File: config.mk
export PLATFORM = sky130hd
export DESIGN_NAME = pixel_write_queue
export DESIGN_NICKNAME = d
export VERILOG_FILES = /design/src/rtl/pixel_write_queue.sv
export SDC_FILE = /design/constraint.sdc
export NUM_CORES = 1
export LEC_CHECK = 0
export BUFFER_PORTS_ARGS = -buffer_cell sky130_fd_sc_hd__buf_2
export CAP_MARGIN = 20
export CORE_MARGIN = 2
export CORE_UTILIZATION = 45
export DETAILED_ROUTE_END_ITERATION = 8
export PLACE_DENSITY = 0.67
export SLEW_MARGIN = 0
export SYNTH_ARGS = -nofsm -noshare
export SYNTH_HDL_FRONTEND = slang
export SYNTH_SLANG_ARGS = --single-unit
export TNS_END_PERCENT = 20
File: constraint.sdc
create_clock -name Clock -period 11 [get_ports Clock]
set_input_delay 0.55 -clock Clock [delete_from_list [all_inputs] [get_ports Clock]]
set_output_delay 0.55 -clock Clock [all_outputs]
set_load 0.02 [all_outputs]
File: src/rtl/pixel_write_queue.sv
// pixel_write_queue: buffers plotted pixels in a small FIFO and turns each
// one into a single-cycle framebuffer write at address Y*160 + X. Writes
// give way to the VGA scan-out reader, which reserves the RAM one cycle
// ahead. A clear engine can flood the framebuffer with one colour, and
// pushes are still accepted while it runs.
module pixel_write_queue #(
  parameter int X_SCREENSIZE = 160,
  parameter int Y_SCREENSIZE = 120,
  parameter int FIFO_DEPTH   = 16,
  parameter int ADDR_WIDTH   = 15
) (
  input  logic                          Clock,
  input  logic                          Resetn,
  input  logic [7:0]                    iX,
  input  logic [6:0]                    iY,
  input  logic [2:0]                    iColour,
  input  logic                          iPlot,
  input  logic                          iClear,
  input  logic [2:0]                    iClearColour,
  input  logic                          iScanBusy,
  output logic [ADDR_WIDTH-1:0]         oWrAddr,
  output logic [2:0]                    oWrData,
  output logic                          oWrEn,
  output logic                          oFull,
  output logic [$clog2(FIFO_DEPTH):0]   oLevel,
  output logic                          oOverflow,
  output logic                          oClearing
);

  localparam int PTR_W = $clog2(FIFO_DEPTH);
  localparam int LVL_W = PTR_W + 1;
  localparam logic [ADDR_WIDTH-1:0] LAST_ADDR  = ADDR_WIDTH'(X_SCREENSIZE * Y_SCREENSIZE - 1);
  localparam logic [LVL_W-1:0]      FULL_COUNT = LVL_W'(FIFO_DEPTH);
  localparam logic [8:0]            X_LIMIT    = 9'(X_SCREENSIZE);
  localparam logic [7:0]            Y_LIMIT    = 8'(Y_SCREENSIZE);

  typedef enum logic {
    ST_IDLE,
    ST_CLEAR
  } state_t;

  // Raw coordinates are stored; the address is formed at pop time.
  typedef struct packed {
    logic [7:0] x;
    logic [6:0] y;
    logic [2:0] colour;
  } entry_t;

  state_t state, state_next;

  entry_t           fifo_mem [FIFO_DEPTH];
  logic [PTR_W-1:0] rd_ptr, wr_ptr;
  logic [LVL_W-1:0] count;

  logic [ADDR_WIDTH-1:0] clr_addr;
  logic [2:0]            clr_colour;

  logic                  push_valid, push, pop, lost, full;
  logic                  clr_start, clr_wr;
  entry_t                head;
  logic [ADDR_WIDTH-1:0] head_addr;

  // Push qualification, acceptance and head-of-queue address arithmetic.
  always_comb begin
    push_valid = iPlot && ({1'b0, iX} < X_LIMIT) && ({1'b0, iY} < Y_LIMIT);
    full       = (count == FULL_COUNT);
    // A pop in the same cycle frees a slot, so a full FIFO still accepts.
    push       = push_valid && (!full || pop);
    lost       = push_valid && !push;
    head       = fifo_mem[rd_ptr];
    // Y*160 as (Y<<7) + (Y<<5), avoiding a multiplier.
    head_addr  = (ADDR_WIDTH'(head.y) << 7) + (ADDR_WIDTH'(head.y) << 5)
               + ADDR_WIDTH'(head.x);
  end

  // State register.
  always_ff @(posedge Clock) begin
    if (!Resetn) state <= ST_IDLE;
    else         state <= state_next;
  end

  // Next-state and per-cycle control decisions.
  always_comb begin
    state_next = state;
    pop        = 1'b0;
    clr_start  = 1'b0;
    clr_wr     = 1'b0;
    unique case (state)
      ST_IDLE: begin
        if (iClear) begin
          state_next = ST_CLEAR;
          clr_start  = 1'b1;
        end else if (count != '0 && !iScanBusy) begin
          pop = 1'b1;
        end
      end
      ST_CLEAR: begin
        if (!iScanBusy) begin
          clr_wr = 1'b1;
          if (clr_addr == LAST_ADDR) state_next = ST_IDLE;
        end
      end
      default: state_next = ST_IDLE;
    endcase
  end

  // FIFO storage; pointers and count below carry the reset.
  always_ff @(posedge Clock) begin
    if (push) fifo_mem[wr_ptr] <= '{x: iX, y: iY, colour: iColour};
  end

  // FIFO pointers and occupancy count.
  always_ff @(posedge Clock) begin
    if (!Resetn) begin
      rd_ptr <= '0;
      wr_ptr <= '0;
      count  <= '0;
    end else begin
      if (push) wr_ptr <= wr_ptr + PTR_W'(1);
      if (pop)  rd_ptr <= rd_ptr + PTR_W'(1);
      unique case ({push, pop})
        2'b10:   count <= count + LVL_W'(1);
        2'b01:   count <= count - LVL_W'(1);
        default: count <= count;
      endcase
    end
  end

  // Clear engine: latches the fill colour and walks the address space.
  always_ff @(posedge Clock) begin
    if (!Resetn) begin
      clr_addr   <= '0;
      clr_colour <= '0;
    end else if (clr_start) begin
      clr_addr   <= '0;
      clr_colour <= iClearColour;
    end else if (clr_wr) begin
      clr_addr   <= clr_addr + ADDR_WIDTH'(1);
    end
  end

  // Registered write port; address and data hold when no write is issued.
  always_ff @(posedge Clock) begin
    if (!Resetn) begin
      oWrEn   <= 1'b0;
      oWrAddr <= '0;
      oWrData <= '0;
    end else if (pop) begin
      oWrEn   <= 1'b1;
      oWrAddr <= head_addr;
      oWrData <= head.colour;
    end else if (clr_wr) begin
      oWrEn   <= 1'b1;
      oWrAddr <= clr_addr;
      oWrData <= clr_colour;
    end else begin
      oWrEn   <= 1'b0;
    end
  end

  // Sticky overflow flag for lost pushes.
  always_ff @(posedge Clock) begin
    if (!Resetn)   oOverflow <= 1'b0;
    else if (lost) oOverflow <= 1'b1;
  end

  assign oLevel    = count;
  assign oFull     = full;
  assign oClearing = (state == ST_CLEAR);

endmodule

---- Word-level counts from Yosys, hierarchy flattened ----
Memory sizes are Yosys's and may differ from the RTL's. A register that Yosys moved wholly into a read port is not among the register bits.
Cells that the tools add are included.
Widths: inputs -> output; s select.
word-level totals
  register bits ........................... 52
  bits in writable memories ............... 288
  input bits .............................. 26
  output and inout bits ................... 27
  logic and storage cells ................. 60
  memories ................................ 1
memory list
  name      depth  bits a word  rd ports  clocked after Yosys merged registers in  wr ports  line  text
  fifo_mem  16     18           1         1                                        1         51    entry_t fifo_mem [FIFO_DEPTH];
operators by class
  add/subtract/negate cells ............... 7
  order comparisons ....................... 2
  equal/unequal tests ..................... 4
  mux-type cells .......................... 21
  bitwise gates (word level) .............. 2
  reduce and logical (&&, ||, !) cells .... 13
operators with widths
  operator               count
  $mux 15                2
  $add 14x12->15         1
  $add 15x1->15 const B  1
  $add 15x8->15          1
  $eq 15x15->1 const B   1
  $mux 1                 13
  $pmux 5 s2             1
  $add 4x1->4 const B    2
  $lt 8x8->1 const B     1
  $mux 4                 2
  $lt 7x7->1 const B     1
  $mux 3                 2
  $add 5x1->5 const B    1
  $eq 5x5->1 const B     1
  $logic_and 1x1->1      5
  $reduce_bool 5->1      1
  $sub 5x1->5 const B    1
  $reduce_bool 2->1      2
  $logic_not 1->1        3
  $eq 2x1->1 const B     1
  $eq 2x2->1 const B     1
  $not 1->1              2
  $pmux 1 s2             1
  $reduce_or 2->1        1
  $logic_or 1x1->1       1

---- Logic depth before layout (Yosys ltp) ----
Gate-level depths: netlist of the first run.
  depth after elaboration ................. 9
  mapped depth ............................ 14
  mapped depth without buffers ............ 11

---- Worst setup path before layout of the first run ----
Ideal clock, no wire load.
  path type ............................... reg-to-reg
  start ................................... register with a tool-made name
  end ..................................... register oWrAddr[13]
  setup time .............................. 0.103 ns
  arrival time ............................ 3.965 ns
  required time ........................... 10.897 ns
  path slack .............................. 6.931 ns
  cell stages (with the launch flop) ...... 15
  buffers on the path ..................... 3
  clock period less this slack ............ 4.069 ns
  cells stage by stage .................... dfxtp_1 > buf_6 > buf_2 > buf_2 > mux4_2 > mux4_2 > inv_2 > fa_1 > inv_1 > ha_1 > a21oi_1 > o21ai_0 > o41a_1 > and3_1 > a2111oi_2
RTL lines
  element               line  text
  end signal, assigned  150   oWrAddr <= head_addr;
  end signal, assigned  154   oWrAddr <= clr_addr;
  end, declared         21    output logic [ADDR_WIDTH-1:0] oWrAddr,

==> flow_summary.ini, run 1 <==
[status]
outcome = completed

[critical_path]
arrival_ps = 4920
setup.worst_path.class = flop to flop
slowest_delay_ps = 620
cp_max_fo = 43
path_buf_inv = 2
cp_data_required_time_ps = 11400
cp_num_cells = 12
critPathCaptureType = flop
path_cells = buf_4 > buf_16 > mux4_2 > mux4_2 > ha_1 > ha_1 > fa_1 > a21o_1 > a21oi_1 > o21bai_1 > and3b_1 > o311a_1
cpMaxStageDelayCell = dfxtp_4
reg2reg_depth = 12
worstSetupStartpointType = flop
cp_top_family = multiplexers

[clocking]
cts_max_path_buffers = 3
clkSinkCount = 344
hold_buffers = 0
numCtsBuffers = 36
cts_root_buf = clkbuf_16
ctsResizeCount = 0
htree_levels = 2
post_cts.repair.setup_buffers = 0
cts_tree = built
clk_pin_slew_ps = 60
clk_latency_ps = 530

[cells_and_area]
drive_above_1_share = 0.277
fin_nets = 889
mostFrequentLayoutCell = edfxtp_1
layout_common_cells = 288 x edfxtp_1, 90 x mux4_2, 54 x dfxtp_1
area_growth_pct = 14.4
filler_cell_count = 2414
antenna_cells = 0

[synthesis]
synth_top_area_cell = edfxtp_1
netlist.area_leader.share = 0.628
ys_async_sr_fraction = 0
avgSynthCellArea_um2 = 18.1
synth_nets = 812
synth_edf_count = 288
synth_area_leaders = edfxtp_1 63%, mux4_2 15%, dfxtp_1 8.1%
synth.distinct_cells = 49
seq_area_frac_synth = 0.709
yosys_warnings = 0
syn_area_um2 = 13800
synthCells = 761
ys_ff_latch = 344
synthFlopType = edfxtp_1

[global_routing]
grt_overflow = 0
grt_pass1_vias = 7095
antenna_found_initial = 1
grt_max_degree = 53
grt_pass1_wl_um = 43800
grt_use_total = 0.187

[detailed_routing]
detail-route-antenna-nets = 0
drt_pass1_iterations = 5
drt_iter0_drc = 662
routed_wl_um = 28600
wire_per_inst_um = 22.7
viasPerCell = 5.72
vias = 7207
route.detailed.drc = 0

[sta]
slew_headroom = 0.371
hold_violations = 0
layout_min_cycle_time_ps = 4520
fin_worst_skew_ps = 15.9
tightest_slew_ps = 943
max_freq_mhz = 221
setup_viol = 0
fin_setup_tns_ps = 0
finalCritPeriodShare = 0.411
rsz0062_at_grt = no
slew_viol_final = 0
hold_ws_ps = 276

[job]
max_cap_viol_count = 0

[placement]
place_congestion = 0.794
port_buffers = 52
dp_hpwl_um = 16400

[floorplanning]
num_rows = 64
design.die.area_um2 = 32000
start_util = 0.454
core_area_um2 = 30300
dieHeight_um = 179
num_io_pins = 53
die_w_um = 179

[power]
irDropWorstVdd_mv = 0.123
p_per_area_nw_per_um2 = 178
leakage_nw = 5.12

[min_path]
min_path_type = primary input to flop
min_path_cells = 3
## worst paths after layout
kind	slack, ps	from	end
worst max-delay path	6480	flop	oWrAddr[12]
worst min-delay path	280	iClearColour[1]	clr_colour[1]
worst max register to register	6480	flop	oWrAddr[12]
worst min register to register	480	clr_colour[0]	oWrData[0]
## worst min-delay path, cell delays in order
cell and delay (ps):
buf_2 80, mux2i_1 50, nor2_1 70
## registers in the layout, summed over array words and instances (netlist names), named ones only
signal      cells
fifo_mem      288
rd_ptr          4
oLevel          5
oOverflow       1
oClearing       1
oWrAddr        15
clr_colour      3
oWrEn           1
wr_ptr          4
oWrData         3
clr_addr       15
## logic make-up (layout without fill, tap and decap cells)
family,after synthesis,after routing,synth area share
flops,344,344,0.709
simple gates,165,165,0.0545
mux,95,95,0.151
fa+ha+maj,25,25,0.0243
xor+xnor,25,25,0.0159
compound gates,54,54,0.0297
buf+inv,53,156,0.0159
## cell usage after synthesis, types with 2 or more instances
library cell / n
nand2_1: 51
o21a_1: 2
inv_2: 2
a31oi_1: 3
nor3b_1: 2
dfxtp_1: 56
or2_2: 3
o21ai_1: 4
mux2i_1: 5
clkbuf_1: 24
xnor2_1: 12
a21oi_1: 13
fa_1: 3
nand4_1: 5
nor2b_1: 4
a311oi_1: 14
or4_1: 2
xor2_1: 13
buf_2: 10
nor4_1: 5
nand2b_1: 5
nor3_1: 7
ha_1: 22
mux4_2: 90
or3_1: 2
a21o_1: 3
nand3_1: 12
nor2_1: 57
buf_1: 3
inv_1: 13
and3_1: 6
o21ai_0: 4
edfxtp_1: 288
## report_power, final
part	switching, mW	total, mW	internal [mW]
Sequential	0.0146	1.44	1.43
Clock	0.481	1.15	0.668
Combinational	0.117	0.210	0.0923
## through the flow
stage / worst slack (ps) / area [um^2] / utilization / cells / power, mW
2_1_floorplan: 6930 / 13800 / - / 761 / 1.62
3_3_place_gp: 6200 / 14600 / 0.481 / 1194 / 1.68
3_5_place_dp: 6160 / 14600 / 0.481 / 1195 / 1.68
4_1_cts: 6120 / 15700 / 0.519 / 1259 / 2.83
5_1_grt: 6200 / 15800 / 0.520 / 1260 / 2.90
6_report: 6480 / 15800 / 0.520 / 1260 / 2.80
## layer usage
metal  vias up  wire (um)  GRT usage  part of all wire
met1      3698      12200      0.261              0.43
li1       3181          -          -                 -
met4         2        452     0.0467             0.016
met3        47       2010     0.0318             0.070
met5         -         11          0           0.00038
met2       279      13900      0.308              0.49
## cell type report
| cell class | instances | area [um^2] | area share |
|---|---|---|---|
| inverter | 15 | 56.3 | 0.00357 |
| timing repair buffer | 77 | 472 | 0.0299 |
| multi-input combinational | 364 | 3840 | 0.244 |
| clock inverter | 18 | 170 | 0.0108 |
| tap | 396 | 495 | 0.0314 |
| sequential | 344 | 9770 | 0.620 |
| clock buffer | 46 | 960 | 0.0609 |
Power figures use the tool's default switching activity.
==> run 2: changes to the inputs <==
Clock period 11 ns to 4.3 ns, I/O delays scaled along.
==> run 2 against run 1 <==
Die area stayed put. Combinational power increased to 2.7 times the previous value. Highest routed layer unchanged. Non-clock buffer count up 15. Register-to-register slack worse by 6200 ps. Largest power group unchanged.
==> flow_summary.ini, run 2 (synthesis results as in run 1) <==
[cells_and_area]
seq_area_um2 = 9770
largest_register_ffs = 288
top_register = fifo_mem
layout_common_cells = 288 x edfxtp_1, 90 x mux4_2, 54 x dfxtp_1
antenna_cells = 0
instances_no_fill = 1273
largestRegisters = fifo_mem: 288 flops, clr_addr: 15 flops, oWrAddr: 15 flops
mostFrequentLayoutCell = edfxtp_1
multi_input_area_um2 = 3840
filler_cell_count = 2402
area_growth_pct = 14.6
finish.utilization = 0.520
fin_nets = 904
drive_above_1_share = 0.283

[detailed_routing]
wire_per_inst_um = 23.1
viasPerCell = 5.62
routed_wl_um = 29400
drt_iter0_drc = 568
detail-route-antenna-nets = 0
drt_pass1_iterations = 4
vias = 7158
route.detailed.drc = 0

[sta]
layout_min_cycle_time_ps = 3980
max_freq_mhz = 251
tightest_slew_ps = 781
fin_worst_skew_ps = 21.6
fin_setup_tns_ps = 0
slew_headroom = 0.480
setup_viol = 0
setup_slack_ps = 324
hold_ws_ps = 50.9
rsz0062_at_grt = no
slew_viol_final = 0
hold_violations = 0
finalCritPeriodShare = 0.925

[min_path]
min_path_cells = 3
min_path_type = primary input to flop

[critical_path]
critPathCaptureType = flop
worstSetupStartpointType = flop
setup.worst_path.class = flop to flop
arrival_ps = 4360
cp_data_required_time_ps = 4690
cp_max_fo = 13
reg2reg_depth = 11

[global_routing]
grt_max_degree = 33
grt_pass1_vias = 7308
grt_use_total = 0.189
antenna_found_initial = 2
grt_overflow = 0
grt_pass1_wl_um = 44100

[clocking]
clk_latency_ps = 510
cts_root_buf = clkbuf_16
htree_levels = 2
post_cts.repair.setup_buffers = 0
cts_max_path_buffers = 3
ctsResizeCount = 0
numCtsBuffers = 36
hold_buffers = 3
clk_pin_slew_ps = 60
clkSinkCount = 344
cts_tree = built

[power]
p_per_area_nw_per_um2 = 448
irDropWorstVdd_mv = 0.234
leakage_nw = 5.17

[floorplanning]
die_w_um = 179
num_io_pins = 53
core_area_um2 = 30300
dieHeight_um = 179
start_util = 0.454
design.die.area_um2 = 32000
num_rows = 64

[placement]
dp_hpwl_um = 17400
port_buffers = 52
place_congestion = 0.780
place_ws_ps = 333
dp_cells = 1208

[status]
outcome = completed

[job]
max_cap_viol_count = 0
==> run 2: cell types whose count changed in the layout (fill, tap and decap cells not counted) <==
cell	delta
buf_4	+14
clkinv_2	+2
clkinvlp_4	-2
clkinvlp_2	-2
clkinv_1	-2
clkbuf_16	-1
clkinv_16	-1
clkbuf_1	+3
buf_16	-1
bufinv_16	-1
inv_6	+2
buf_6	-1
dlygate4sd3_1	+3
==> run 2: path summary, 6_finish.rpt <==
kind                            startpoint          end  slack (ps)
worst max-delay path                  flop  oWrAddr[12]         320
worst min-delay path                Resetn    oLevel[3]          50
worst max register to register        flop  oWrAddr[12]         320
worst min register to register  oWrData[1]   oWrData[1]         480
==> run 2: layer usage <==
layer  GRT usage  share of wire
met1       0.250           0.42
met4      0.0572          0.023
met2       0.321           0.50
met5           0        0.00082
met3      0.0339          0.053
==> run 2: metrics by stage <==
stage / instance area, um^2 / total power, mW
detailed placement: 14700 / 4.32
CTS: 15800 / 7.13
global route: 15800 / 7.31
global placement: 14700 / 4.31
floorplan: 13800 / 4.13
finish: 15800 / 7.07
==> run 2: layout make-up <==
cell class	count	area share
tap	396	0.0314
sequential	344	0.619
clock inverter	14	0.00666
timing repair buffer	92	0.0360
clock buffer	48	0.0599
inverter	15	0.00357
multi-input combinational	364	0.243
==> run 2: worst max-delay path, stage by stage (launching register included) <==
cell and delay [ps]:
dfxtp_4 490, buf_4 310, mux4_2 520, mux4_2 510
ha_1 330, ha_1 230, fa_1 410, a21o_1 180
a21oi_1 260, o21bai_1 130, and3b_1 190, o311a_1 270
==> run 2: where the power goes <==
part / switching, mW / internal (mW) / total [mW]
clock: 1.21 / 1.61 / 2.82
combinational: 0.320 / 0.242 / 0.562
sequential: 0.0309 / 3.66 / 3.69
total: 1.56 / 5.51 / 7.07
